### src/rtl/param_sync_fifo.sv
// Synchronous FIFO with registered read data, occupancy count and threshold flags.
// Define FIFO_ERR_FLAGS_EN to build sticky overflow/underflow flags; otherwise both are tied to 0.
module param_sync_fifo #(
    parameter int DATA_W = 8,
    parameter int DEPTH  = 8,
    parameter int AF_LVL = DEPTH - 2,
    parameter int AE_LVL = 2,
    localparam int AW    = $clog2(DEPTH),
    localparam int CW    = AW + 1
) (
    input  logic              clk,
    input  logic              reset,
    input  logic              write_en,
    input  logic              read_en,
    input  logic [DATA_W-1:0] data_in,
    output logic [DATA_W-1:0] out,
    output logic              full,
    output logic              empty,
    output logic              almost_full,
    output logic              almost_empty,
    output logic [CW-1:0]     count,
    output logic              overflow,
    output logic              underflow
);

    logic [DATA_W-1:0] mem [DEPTH];
    logic [AW-1:0]     wr_ptr;
    logic [AW-1:0]     rd_ptr;
    logic              wr_acc;
    logic              rd_acc;

    assign full         = (count == CW'(DEPTH));
    assign empty        = (count == '0);
    assign almost_full  = (count >= CW'(AF_LVL));
    assign almost_empty = (count <= CW'(AE_LVL));

    // Gating on the current flags makes simultaneous read+write at full/empty accept only the legal side.
    assign wr_acc = write_en && !full;
    assign rd_acc = read_en && !empty;

    // NOTE: the storage array has no reset; pointers and count define validity, so stale words are never read.
    always_ff @(posedge clk) begin
        if (wr_acc) begin
            mem[wr_ptr] <= data_in;
        end
    end

    // NOTE: all state here uses non-blocking assignments so every register samples pre-edge values.
    always_ff @(posedge clk or negedge reset) begin
        if (!reset) begin
            wr_ptr <= '0;
            rd_ptr <= '0;
            count  <= '0;
            out    <= '0;
        end else begin
            if (wr_acc) begin
                wr_ptr <= wr_ptr + AW'(1);
            end
            if (rd_acc) begin
                rd_ptr <= rd_ptr + AW'(1);
                out    <= mem[rd_ptr];
            end
            case ({wr_acc, rd_acc})
                2'b10:   count <= count + CW'(1);
                2'b01:   count <= count - CW'(1);
                default: count <= count;
            endcase
        end
    end

`ifdef FIFO_ERR_FLAGS_EN
    // Flags record the request, not the acceptance, and stay set until reset.
    always_ff @(posedge clk or negedge reset) begin
        if (!reset) begin
            overflow  <= 1'b0;
            underflow <= 1'b0;
        end else begin
            if (write_en && full) begin
                overflow <= 1'b1;
            end
            if (read_en && empty) begin
                underflow <= 1'b1;
            end
        end
    end
`else
    assign overflow  = 1'b0;
    assign underflow = 1'b0;
`endif

endmodule

### config.mk
export PLATFORM = sky130hd
export DESIGN_NAME = param_sync_fifo
export DESIGN_NICKNAME = d
export VERILOG_FILES = /design/src/rtl/param_sync_fifo.sv
export SDC_FILE = /design/constraint.sdc
export NUM_CORES = 1
export LEC_CHECK = 0
export CAP_MARGIN = 30
export CELL_PAD_IN_SITES_DETAIL_PLACEMENT = 0
export CELL_PAD_IN_SITES_GLOBAL_PLACEMENT = 1
export CORE_UTILIZATION = 30
export DETAILED_ROUTE_END_ITERATION = 8
export PLACE_DENSITY = 0.61
export SKIP_LAST_GASP = 1
export SLEW_MARGIN = 20
export SYNTH_ARGS = -nofsm -noshare
export SYNTH_HDL_FRONTEND = slang
export SYNTH_SLANG_ARGS = --single-unit
### constraint.sdc
create_clock -name clk -period 5.3 [get_ports clk]
set_clock_uncertainty 0.15 [all_clocks]
set_input_delay 0.795 -clock clk [delete_from_list [all_inputs] [get_ports clk]]
set_output_delay 0.795 -clock clk [all_outputs]
set_load 0.01 [all_outputs]
==> impl_results.md, run 1 <==
* Number of sinks driven by the clock tree at 82
* Proportion of layout cells with a drive suffix above 1 at 0.146
* Aggregate negative setup slack at 0 ns
* Total routed wirelength at 6.32 mm
* Share of total power in combinational logic at 0.326
* Worst rel slew slack at 0.380
* Syn Area/Cell at 15.4 sq um
* Clock period minus worst slack at 3.06 ns
* Vias in the first global route at 1,862
* Number of top-level design ports at 30
* Clock insertion delay at the later pin of the skew report at 0.33 ns
* Hold buffer count at CTS at 0
* Hold Violations, Final at 0
* Count of unresolved DRC violations after routing at 0
* Actual transition at the worst max-transition pin at between 0.9 and 1 ns
* Kind of end point of the critical path: flip-flop
* Clock transition at the register clock pins on the worst setup and hold paths after CTS at ~0.060 ns
* Static Leakage at 1.48 nW
* Util after Layout at 0.374
* Net switching share of the total power at 0.320
* Endpoints failing setup at 0
* Unrepaired setup endpoints after global routing: false
* Number of standard-cell rows in the floorplan at 38
* Post-layout nets at 273
* Overall die area at roughly 12,000 sq um
* Highest ir drop seen on vdd at 199 uV
* Horizontal extent of the die at 109 um
* GP Congestion at 0.704
* CTS Root Cell: sky130_fd_sc_hd__clkbuf_16
* Ranking of synthesized cells by instance count: sky130_fd_sc_hd__edfxtp_1 (64), sky130_fd_sc_hd__nand2_1 (23), sky130_fd_sc_hd__dfrtp_1 (18)
* Peak Freq at 0.327 GHz
* WHS at 0.335 ns
* Critical Path Source Type: flip-flop
* Primary flip-flop cell chosen by synthesis mapping: sky130_fd_sc_hd__edfxtp_1
* Largest net degree at the start of global routing at 35
* Remaining Overflow, GRT at 0
* Required time of the critical path at 5.37 ns
* Postcts setup bufs at 0
* Clock tree from TritonCTS: yes
* Wire length per cell at 15.8 um
* Leading area contributor after synthesis: sky130_fd_sc_hd__edfxtp_1
* Max-slew violation total from the final report at 0
* Num CTS Buffers at 9
* Reg power frac at 0.407
* Switching power total at 0.742 mW
* Critical path type: reg2reg
* Maximum buffer depth of the clock tree at 2
* Number of design-rule violations left by the first detailed-router iteration at 77
* Detailed Place HPWL at ~4.2 mm
* Post-Synthesis Cells at 224
* Number of distinct library cells after synthesis at 36
* Type of the tightest min-delay check: reg2reg
* Most frequently used cell type in the post-synthesis netlist: sky130_fd_sc_hd__edfxtp_1
* Via count at 1,852
* Global-route wire length before repair at between 10 and 15 mm
* Total track usage at 0.118
* Register bit total from synthesis at 82
* Resized Gates After CTS at 0
* Initial antenna violation count at 0
* Placeable core area at 11,000 sq um
* Data arrival time of the critical path at ~3.1 ns
* Max Cap Viol at 0
* Number of H-tree branching levels at 3
* Die height at 109 um
* Antenna fix cells at 0
* Share of synthesized registers carrying an async set or reset at 0.220
* Number of synthesized flops with an enable pin at 64
* CP Max Fanout at 19
* Portion of total power attributed to the clock network at 0.267
* Number of warning messages in the yosys log at 0
* Fin crit share at 0.577
* Area added between synthesis and finish at 19.8%
* Remaining antenna violation count after routing at 0
* PortBufs at 27
* First-pass iteration count of the detailed router at 4
* Dominant cells by area after synthesis: sky130_fd_sc_hd__edfxtp_1 (56%), sky130_fd_sc_hd__dfrtp_1 (13%), sky130_fd_sc_hd__mux2_2 (5.2%), sky130_fd_sc_hd__mux2i_1 (4.9%), sky130_fd_sc_hd__nand2_1 (2.5%)
* Power density of the placed cells at between 500 and 600 nW/um^2
* Starting density of the core at 0.312
* Synthesized area at 3440 sq um
* Outcome: finished clean
* Register area share after synthesis at 0.689
* Internal power of the cells at 1.58 mW
* Vias per cell at 4.63
* Top-area cell type share of the netlist area at 0.558
final cells by class:
cell class | instances | area, sq um
fill | 1054 | 6900
sequential | 82 | 2370
multi-input combinational | 124 | 947
timing repair buffer | 31 | 308
clock buffer | 10 | 229
tap | 140 | 175
clock inverter | 6 | 68.8
inverter | 7 | 26.3
flip-flops by register name, indices dropped and copies added (netlist names):
register / count
out: 8
wr_ptr: 3
count: 4
mem: 64
rd_ptr: 3
power by group through the flow:
| stage | Combinational, mW | Sequential (mW) | Clock (mW) |
|---|---|---|---|
| floorplan | 0.532 | 0.946 | 0 |
| global placement | 0.759 | 0.955 | 0 |
| detailed placement | 0.767 | 0.959 | 0 |
| CTS | 0.771 | 0.948 | 0.630 |
| global route | 0.832 | 0.967 | 0.656 |
| finish | 0.756 | 0.944 | 0.619 |
cell families (layout without fill, tap and decap cells):
group | Yosys count | count (layout) | synth area share
flops | 82 | 82 | 0.689
simple gates | 46 | 46 | 0.0643
mux | 33 | 33 | 0.102
compound gates | 32 | 32 | 0.0701
buf+inv | 19 | 54 | 0.0374
fa+ha+maj | 6 | 6 | 0.0240
xor+xnor | 5 | 5 | 0.0127
other cells | 1 | 2 | 0.00109
critical path, stage by stage (launching register included):
cell,delay (ns)
sky130_fd_sc_hd__dfrtp_1,0.50
sky130_fd_sc_hd__o41ai_4,0.92
sky130_fd_sc_hd__inv_2,0.10
sky130_fd_sc_hd__ha_1,0.31
sky130_fd_sc_hd__ha_1,0.30
sky130_fd_sc_hd__a21oi_1,0.22
sky130_fd_sc_hd__o21ai_0,0.14
sky130_fd_sc_hd__o311ai_0,0.31
routing by layer:
layer	global-route usage	routed length, um	up-vias	share of wire
li1	-	-	902	-
met1	0.162	3120	911	0.49
met2	0.173	2870	29	0.45
met3	0.0287	203	10	0.032
met4	0.0579	127	0	0.020
met5	0	0	-	0
metrics by stage:
stage                     cells  cell area (sq um)  total power, mW  setup slack, ns
after CTS                   399               4110             2.35             2.19
after detailed placement    383               3810             1.73             2.05
after global routing        400               4130             2.45             1.94
after floorplan             225               3450             1.48             2.73
final                       400               4130             2.32             2.24
after global placement      383               3810             1.71             2.15
cell usage in the layout (no fill, tap or decap), drive strengths merged, types with 2 or more instances in the layout:
master	synthesis	routed
edfxtp	64	64
clkdlybuf4s50	0	27
nand2	23	23
dfrtp	18	18
mux2i	17	17
mux2	16	16
o21ai	11	11
clkbuf	1	10
o22ai	8	8
a221o	8	8
nor2	7	7
inv	7	7
nand2b	5	5
ha	5	5
xnor2	4	4
clkinv	0	4
buf	11	4
nor3	3	3
nor4	2	2
nor2b	2	2
conb	1	2
final timing paths:
check                                      from                    end  slack (ns)  cells past startpoint
max reg2reg                count[0]$_DFFE_PN0P_   count[3]$_DFFE_PN0P_        2.24                      7
max                        count[0]$_DFFE_PN0P_   count[3]$_DFFE_PN0P_        2.24                      7
min                          out[3]$_DFFE_PN0P_     out[3]$_DFFE_PN0P_        0.33                      2
min in group asynchronous                 reset  wr_ptr[0]$_DFFE_PN0P_        0.53                      1
min reg2reg                  out[3]$_DFFE_PN0P_     out[3]$_DFFE_PN0P_        0.33                      2
max in group asynchronous                 reset     out[3]$_DFFE_PN0P_        4.10                      2
Power figures use the tool's default switching activity.
==> run 2, diff against run 1 <==
==> constraint.sdc (replaced) <==
create_clock -name clk -period 2.9 [get_ports clk]
set_clock_uncertainty 0.15 [all_clocks]
set_input_delay 0.435 -clock clk [delete_from_list [all_inputs] [get_ports clk]]
set_output_delay 0.435 -clock clk [all_outputs]
set_load 0.01 [all_outputs]
==> impl_results.md, run 2 (synthesized netlist as in run 1, its figures left out) <==
* Hold buffer count at CTS at 0 (unchanged)
* Largest register FFs at 64 (unchanged)
* WHS at 0.248 ns (-0.0866 ns)
* Met1 track utilization from global routing at 0.161 (-0.000901)
* Static Leakage at 1.56 nW (+4.9%)
* Most frequent cells in the layout: sky130_fd_sc_hd__edfxtp_1 (64), sky130_fd_sc_hd__clkdlybuf4s50_1 (27), sky130_fd_sc_hd__nand2_1 (23)
* Most frequent standard cell in the layout excluding fill and tap cells: sky130_fd_sc_hd__edfxtp_1
* Final-layout fill cell count at 1,043 (-1.0%)
* Remaining Overflow, GRT at 0 (unchanged)
* Hold Violations, Final at 0 (unchanged)
* Highest ir drop seen on vdd at 368 uV (+85%)
* Number of sinks driven by the clock tree at 82 (unchanged)
* Total routed wirelength at 6.26 mm (-1.0%)
* CTS Root Cell: sky130_fd_sc_hd__clkbuf_16
* Number of design-rule violations left by the first detailed-router iteration at 67 (-13%)
* Clock period minus worst slack at 2.45 ns (-0.613 ns)
* Unrepaired setup endpoints after global routing: false
* Via count at 1,883 (+1.7%)
* Initial antenna violation count at 0 (unchanged)
* Resized Gates After CTS at 0 (unchanged)
* Kind of end point of the critical path: flip-flop
* Detailed Place HPWL at 4.14 mm (-0.87%)
* GP Congestion at 0.682 (-3.1%)
* Remaining antenna violation count after routing at 0 (unchanged)
* Area of all placed cells without fillers at 4240 sq um (+2.6%)
* Power density of the placed cells at 1040 nW/um^2 (+85%)
* Count of unresolved DRC violations after routing at 0 (unchanged)
* Postcts setup bufs at 0 (unchanged)
* CP Max Fanout at 8 (-11)
* Proportion of layout cells with a drive suffix above 1 at 0.181 (+0.0353)
* Outcome: finished clean
* Max-slew violation total from the final report at 0 (unchanged)
* Number of top-level design ports at 30 (unchanged)
* Critical Path Source Type: flip-flop
* Overall die area at 11,900 sq um (unchanged)
* Clock insertion delay at the later pin of the skew report at 0.33 ns (about the same)
* Wire length per cell at 15.3 um (-3.5%)
* Num CTS Buffers at 9 (unchanged)
* Layer carrying the most global-route usage: met2
* Maximum buffer depth of the clock tree at 2 (unchanged)
* Die height at 109 um (unchanged)
* Post-layout nets at 283 (+3.7%)
* Worst rel slew slack at 0.513 (+0.132)
* Largest net degree at the start of global routing at 35 (unchanged)
* Aggregate negative setup slack at 0 ns (unchanged)
* First-pass iteration count of the detailed router at 4 (unchanged)
* Area added between synthesis and finish at 23.0%
* Peak Freq at 0.409 GHz (+25%)
* Met3 Usage GRT at 0.0251 (-0.00359)
* Critical path type: reg2reg
* Largest reg by FF count: mem
* Horizontal extent of the die at 109 um (unchanged)
* Clock tree from TritonCTS: yes
* Required time of the critical path at 2.96 ns (-2.41 ns)
* Vias per cell at 4.59 (-0.81%)
* Data arrival time of the critical path at 2.51 ns (-0.62 ns)
* Type of the tightest min-delay check: in2async
* Place WS at 0.290 ns (-1.76 ns)
* Number of H-tree branching levels at 3 (unchanged)
* Pwr Total at 4.39 mW (+89%)
* Global-route wire length before repair at 10.1 mm (+0.97%)
* PortBufs at 27 (unchanged)
* Clock transition at the register clock pins on the worst setup and hold paths after CTS at 0.06 ns (about the same)
* Endpoints failing setup at 0 (unchanged)
* Actual transition at the worst max-transition pin at 0.729 ns (-0.197 ns)
* Starting density of the core at 0.312 (unchanged)
* Total track usage at 0.117 (-0.000969)
* Max Cap Viol at 0 (unchanged)
* Largest registers: mem: 64 flops, out: 8 flops, count: 4 flops
* Number of standard-cell rows in the floorplan at 38 (unchanged)
* Placeable core area at 11,000 sq um (unchanged)
* Final worst-path setup slack at 0.454 ns (-1.79 ns)
* Post-Place Cell Area at 3890 sq um (+2.0%)
* GRT met2 Usage at 0.179 (+0.00584)
* Antenna fix cells at 0 (unchanged)
* Fin crit share at 0.843 (+0.266)
* Vias in the first global route at 1,826 (-1.9%)
-- run 2: final timing paths --
path | from | endpoint | slack (ns) | cells past startpoint
min in group clk | out[2]$_DFFE_PN0P_ | out[2]$_DFFE_PN0P_ | 0.33 | 2
max | count[1]$_DFFE_PN0P_ | count[3]$_DFFE_PN0P_ | 0.45 | 8
max reg2reg | count[1]$_DFFE_PN0P_ | count[3]$_DFFE_PN0P_ | 0.45 | 8
max in group asynchronous | reset | out[3]$_DFFE_PN0P_ | 1.93 | 2
min reg2reg | out[2]$_DFFE_PN0P_ | out[2]$_DFFE_PN0P_ | 0.33 | 2
min | reset | out[7]$_DFFE_PN0P_ | 0.25 | 1
-- run 2: final cells by class --
class / count / area [sq um] / area share
Clock buffer: 9 / 225 / 0.0532
Clock inverter: 7 / 106 / 0.0251
Multi-Input combinational cell: 124 / 947 / 0.224
Inverter: 7 / 26.3 / 0.00620
Sequential cell: 82 / 2370 / 0.560
Tap cell: 140 / 175 / 0.0414
Timing Repair Buffer: 41 / 383 / 0.0904
-- run 2: metrics by stage --
step           utilization  cells
2_1_floorplan            -    225
6_report             0.384    410
5_1_grt              0.384    410
3_3_place_gp         0.353    393
4_1_cts              0.383    409
3_5_place_dp         0.353    393
-- run 2: metal layers --
layer | vias up | wire [um]
met5 | - | 0
met4 | 0 | 87
met3 | 8 | 206
met2 | 29 | 2940
met1 | 925 | 3020
li1 | 921 | -
-- run 2: power by group --
group          switching, mW  leakage (nW)  total (mW)  internal, mW
Sequential             0.184         0.796        1.72          1.54
Clock                  0.475         0.163        1.25         0.771
Combinational          0.717         0.597        1.42         0.707
Total                   1.38          1.56        4.39          3.01
-- run 2: critical path: stages, from the launching register on --
cell and delay (ns):
sky130_fd_sc_hd__dfrtp_1 0.50, sky130_fd_sc_hd__nor4b_2 0.35, sky130_fd_sc_hd__nor2b_1 0.10, sky130_fd_sc_hd__inv_1 0.11, sky130_fd_sc_hd__ha_1 0.20, sky130_fd_sc_hd__ha_1 0.24, sky130_fd_sc_hd__a21oi_1 0.21, sky130_fd_sc_hd__o21ai_0 0.13
sky130_fd_sc_hd__o311ai_0 0.33
==> run 3, diff against run 2 <==
--- a/config.mk
+++ b/config.mk
@@ -10,7 +10,7 @@
 export CELL_PAD_IN_SITES_GLOBAL_PLACEMENT = 1
 export CORE_UTILIZATION = 30
 export DETAILED_ROUTE_END_ITERATION = 8
-export PLACE_DENSITY = 0.61
+export PLACE_DENSITY = 0.63
 export SKIP_LAST_GASP = 1
 export SLEW_MARGIN = 20
 export SYNTH_ARGS = -nofsm -noshare
==> constraint.sdc (replaced) <==
create_clock -name clk -period 2.2 [get_ports clk]
set_clock_uncertainty 0.15 [all_clocks]
set_input_delay 0.33 -clock clk [delete_from_list [all_inputs] [get_ports clk]]
set_output_delay 0.33 -clock clk [all_outputs]
set_load 0.01 [all_outputs]
==> impl_results.md, run 3 (synthesized netlist as in run 1, its figures left out) <==
* Outcome: finished with violations
* Failing checks: setup timing
* Share of total power in combinational logic at 0.361 (+0.037)
* Num CTS Buffers at 9 (unchanged)
* Area of all placed cells without fillers at 4440 sq um (+4.8%)
* CP bufs+invs at 2 (+1)
* Critical path type: reg2reg
* Count of unresolved DRC violations after routing at 0 (unchanged)
* GP Congestion at 0.703 (+3.0%)
* Number of standard-cell rows in the floorplan at 38 (unchanged)
* Detailed Place HPWL at 4.22 mm (+1.9%)
* Post-Place Cell Area at 4030 sq um (+3.7%)
* Kind of end point of the critical path: flip-flop
* Via count at 1,971 (+4.7%)
* Logic depth of the worst register-to-register path at 8 (unchanged)
* Net switching share of the total power at 0.319 (+0.00585)
* Number of top-level design ports at 30 (unchanged)
* Area added between synthesis and finish at 28.8%
* Most frequent cells in the layout: sky130_fd_sc_hd__edfxtp_1 (64), sky130_fd_sc_hd__buf_4 (27), sky130_fd_sc_hd__nand2_1 (23), sky130_fd_sc_hd__clkdlybuf4s50_1 (23), sky130_fd_sc_hd__mux2i_1 (17)
* Post-layout nets at 298 (+5.3%)
* Endpoints failing setup at 1 (+1)
* Number of sinks driven by the clock tree at 82 (unchanged)
* Remaining Overflow, GRT at 0 (unchanged)
* Starting density of the core at 0.312 (unchanged)
* CP Max Fanout at 5 (-3)
* Delay of the slowest critical-path stage at 0.44 ns (-0.06 ns)
* Clock transition at the register clock pins on the worst setup and hold paths after CTS at 0.07 ns (about the same)
* Hold Violations, Final at 0 (unchanged)
* Reg2reg start: count[3]$_DFFE_PN0P_
* Total track usage at 0.121 (+0.00399)
* Largest delay contributor family on the critical path: adder cells
* Largest registers: mem: 64 flops, out: 8 flops, count: 4 flops
* Reg2reg end: count[3]$_DFFE_PN0P_
* Number of design-rule violations left by the first detailed-router iteration at 107 (+60%)
* Static Leakage at 1.65 nW (+6.3%)
* Critical Path Source Type: flip-flop
* Global-route wire length before repair at 10.3 mm (+2.3%)
* Largest reg by FF count: mem
* Startpoint of the worst setup timing path: count[3]$_DFFE_PN0P_
* Largest register FFs at 64 (unchanged)
* Number of H-tree branching levels at 3 (unchanged)
* Initial antenna violation count at 0 (unchanged)
* Power density of the placed cells at 1390 nW/um^2 (+34%)
* Portion of total power attributed to the clock network at 0.273 (-0.011)
* Switching power total at 1.96 mW (+43%)
* Die height at 109 um (unchanged)
* Maximum buffer depth of the clock tree at 2 (unchanged)
* CTS Root Cell: sky130_fd_sc_hd__clkbuf_16
* Peak Freq at 0.450 GHz (+10%)
* Worst path cell trace: o41ai_4, inv_2, ha_4, ha_4, inv_4, nor4_4, nand4b_1, o311ai_1
* Antenna fix cells at 0 (unchanged)
* Clock insertion delay at the later pin of the skew report at 0.34 ns (about the same)
* Overall die area at 11,900 sq um (unchanged)
* Total routed wirelength at 6.51 mm (+4.1%)
* Internal power of the cells at 4.19 mW (+39%)
* Horizontal extent of the die at 109 um (unchanged)
* Unrepaired setup endpoints after global routing: true
* Hold buffer count at CTS at 0 (unchanged)
* Critical-path top delay cell: sky130_fd_sc_hd__dfrtp_2
* Reg power frac at 0.367 (-0.025)
* First-pass iteration count of the detailed router at 4 (unchanged)
* Largest net degree at the start of global routing at 35 (unchanged)
* Max Cap Viol at 0 (unchanged)
* Wire length per cell at 15.3 um (+0.40%)
* Remaining antenna violation count after routing at 0 (unchanged)
* Aggregate negative setup slack at -0.0219 ns (-0.0219 ns)
* Placeable core area at 11,000 sq um (unchanged)
* Required time of the critical path at 2.27 ns (-0.69 ns)
* Clock tree from TritonCTS: yes
* Most frequent standard cell in the layout excluding fill and tap cells: sky130_fd_sc_hd__edfxtp_1
* Worst path most repeated cell: sky130_fd_sc_hd__ha_4
* Max-slew violation total from the final report at 0 (unchanged)
* Highest ir drop seen on vdd at 472 uV (+28%)
* Pwr Total at 6.15 mW (+40%)
* Proportion of layout cells with a drive suffix above 1 at 0.270 (+0.0887)
* Vias per cell at 4.64 (+0.98%)
* Data arrival time of the critical path at 2.29 ns (-0.22 ns)
* Final worst-path setup slack at -0.0219 ns (-0.476 ns)
* Vias in the first global route at 1,911 (+4.7%)
* Reg-to-reg slack, setup at -0.02 ns (-0.48 ns)
* Clock period minus worst slack at 2.22 ns (-0.224 ns)
* Fin crit share at 1.01 (+0.166)
* PortBufs at 27 (unchanged)
* Type of the tightest min-delay check: in2async
run 3: changes by cell type in the layout (fill, tap and decap cells not counted), moves of 3 or more:
cell | previous run | this run
sky130_fd_sc_hd__clkdlybuf4s50_1 | 27 | 23
sky130_fd_sc_hd__dlygate4sd2_1 | 0 | 3
sky130_fd_sc_hd__dfrtp_2 | 0 | 3
sky130_fd_sc_hd__o21ai_0 | 6 | 3
sky130_fd_sc_hd__dfrtp_1 | 18 | 15
sky130_fd_sc_hd__buf_4 | 13 | 27
run 3: worst max-delay path by stage:
stage	end	slack, ns	depth (start not counted)
6_report	count[3]$_DFFE_PN0P_	-0.02	8
5_1_grt	count[3]$_DFFE_PN0P_	-0.12	8
4_1_cts	count[3]$_DFFE_PN0P_	-0.03	7
3_5_place_dp	count[3]$_DFFE_PN0P_	-0.20	9
3_3_place_gp	count[3]$_DFFE_PN0P_	-0.05	9
2_1_floorplan	count[3]$_DFFE_PN0P_	-0.23	9
run 3: through the flow:
step | hold WS [ns] | util | std cells | setup WS [ns]
6_report | 0.185 | 0.402 | 425 | -0.0219
5_1_grt | 0.206 | 0.402 | 425 | -0.123
4_1_cts | 0.194 | 0.398 | 423 | -0.0289
3_5_place_dp | 0.329 | 0.366 | 404 | -0.204
3_3_place_gp | 0.320 | 0.366 | 404 | -0.0547
2_1_floorplan | -0.116 | - | 225 | -0.226
run 3: area by class of cell:
type                    instances  area (sq um)
flip-flops and latches         82          2380
multi-input cells             124          1020
clock buffers                   9           225
well taps                     140           175
fillers                      1047          6590
clock inverters                 7           109
inverters                       7          28.8
repair buffers                 56           500
run 3: worst reg2reg max path, cell delays in order, from the launching register on:
cell	delay [ns]
sky130_fd_sc_hd__dfrtp_2	0.44
sky130_fd_sc_hd__o41ai_4	0.39
sky130_fd_sc_hd__inv_2	0.10
sky130_fd_sc_hd__ha_4	0.20
sky130_fd_sc_hd__ha_4	0.28
sky130_fd_sc_hd__inv_4	0.05
sky130_fd_sc_hd__nor4_4	0.25
sky130_fd_sc_hd__nand4b_1	0.14
sky130_fd_sc_hd__o311ai_1	0.09
run 3: layer usage:
metal / global-route usage / part of all wire / vias to the layer above
met1: 0.168 / 0.46 / 960
li1: - / - / 954
met2: 0.178 / 0.47 / 49
met3: 0.0275 / 0.056 / 8
met4: 0.0579 / 0.017 / 0
met5: 0 / 0 / -
run 3: power by group through the flow:
stage / Clock (mW) / Sequential, mW / Combinational [mW]
3_3_place_gp: 0 / 2.28 / 2.12
2_1_floorplan: 0 / 2.30 / 1.34
5_1_grt: 1.78 / 2.30 / 2.46
4_1_cts: 1.70 / 2.26 / 2.16
6_report: 1.68 / 2.25 / 2.22
3_5_place_dp: 0 / 2.29 / 2.15
run 3: what timing repair did:
item,in CTS,in global routing
setup buffers,3,2
gates resized for setup,5,12
pin swaps,0,2
endpoints found under the setup margin,6,4
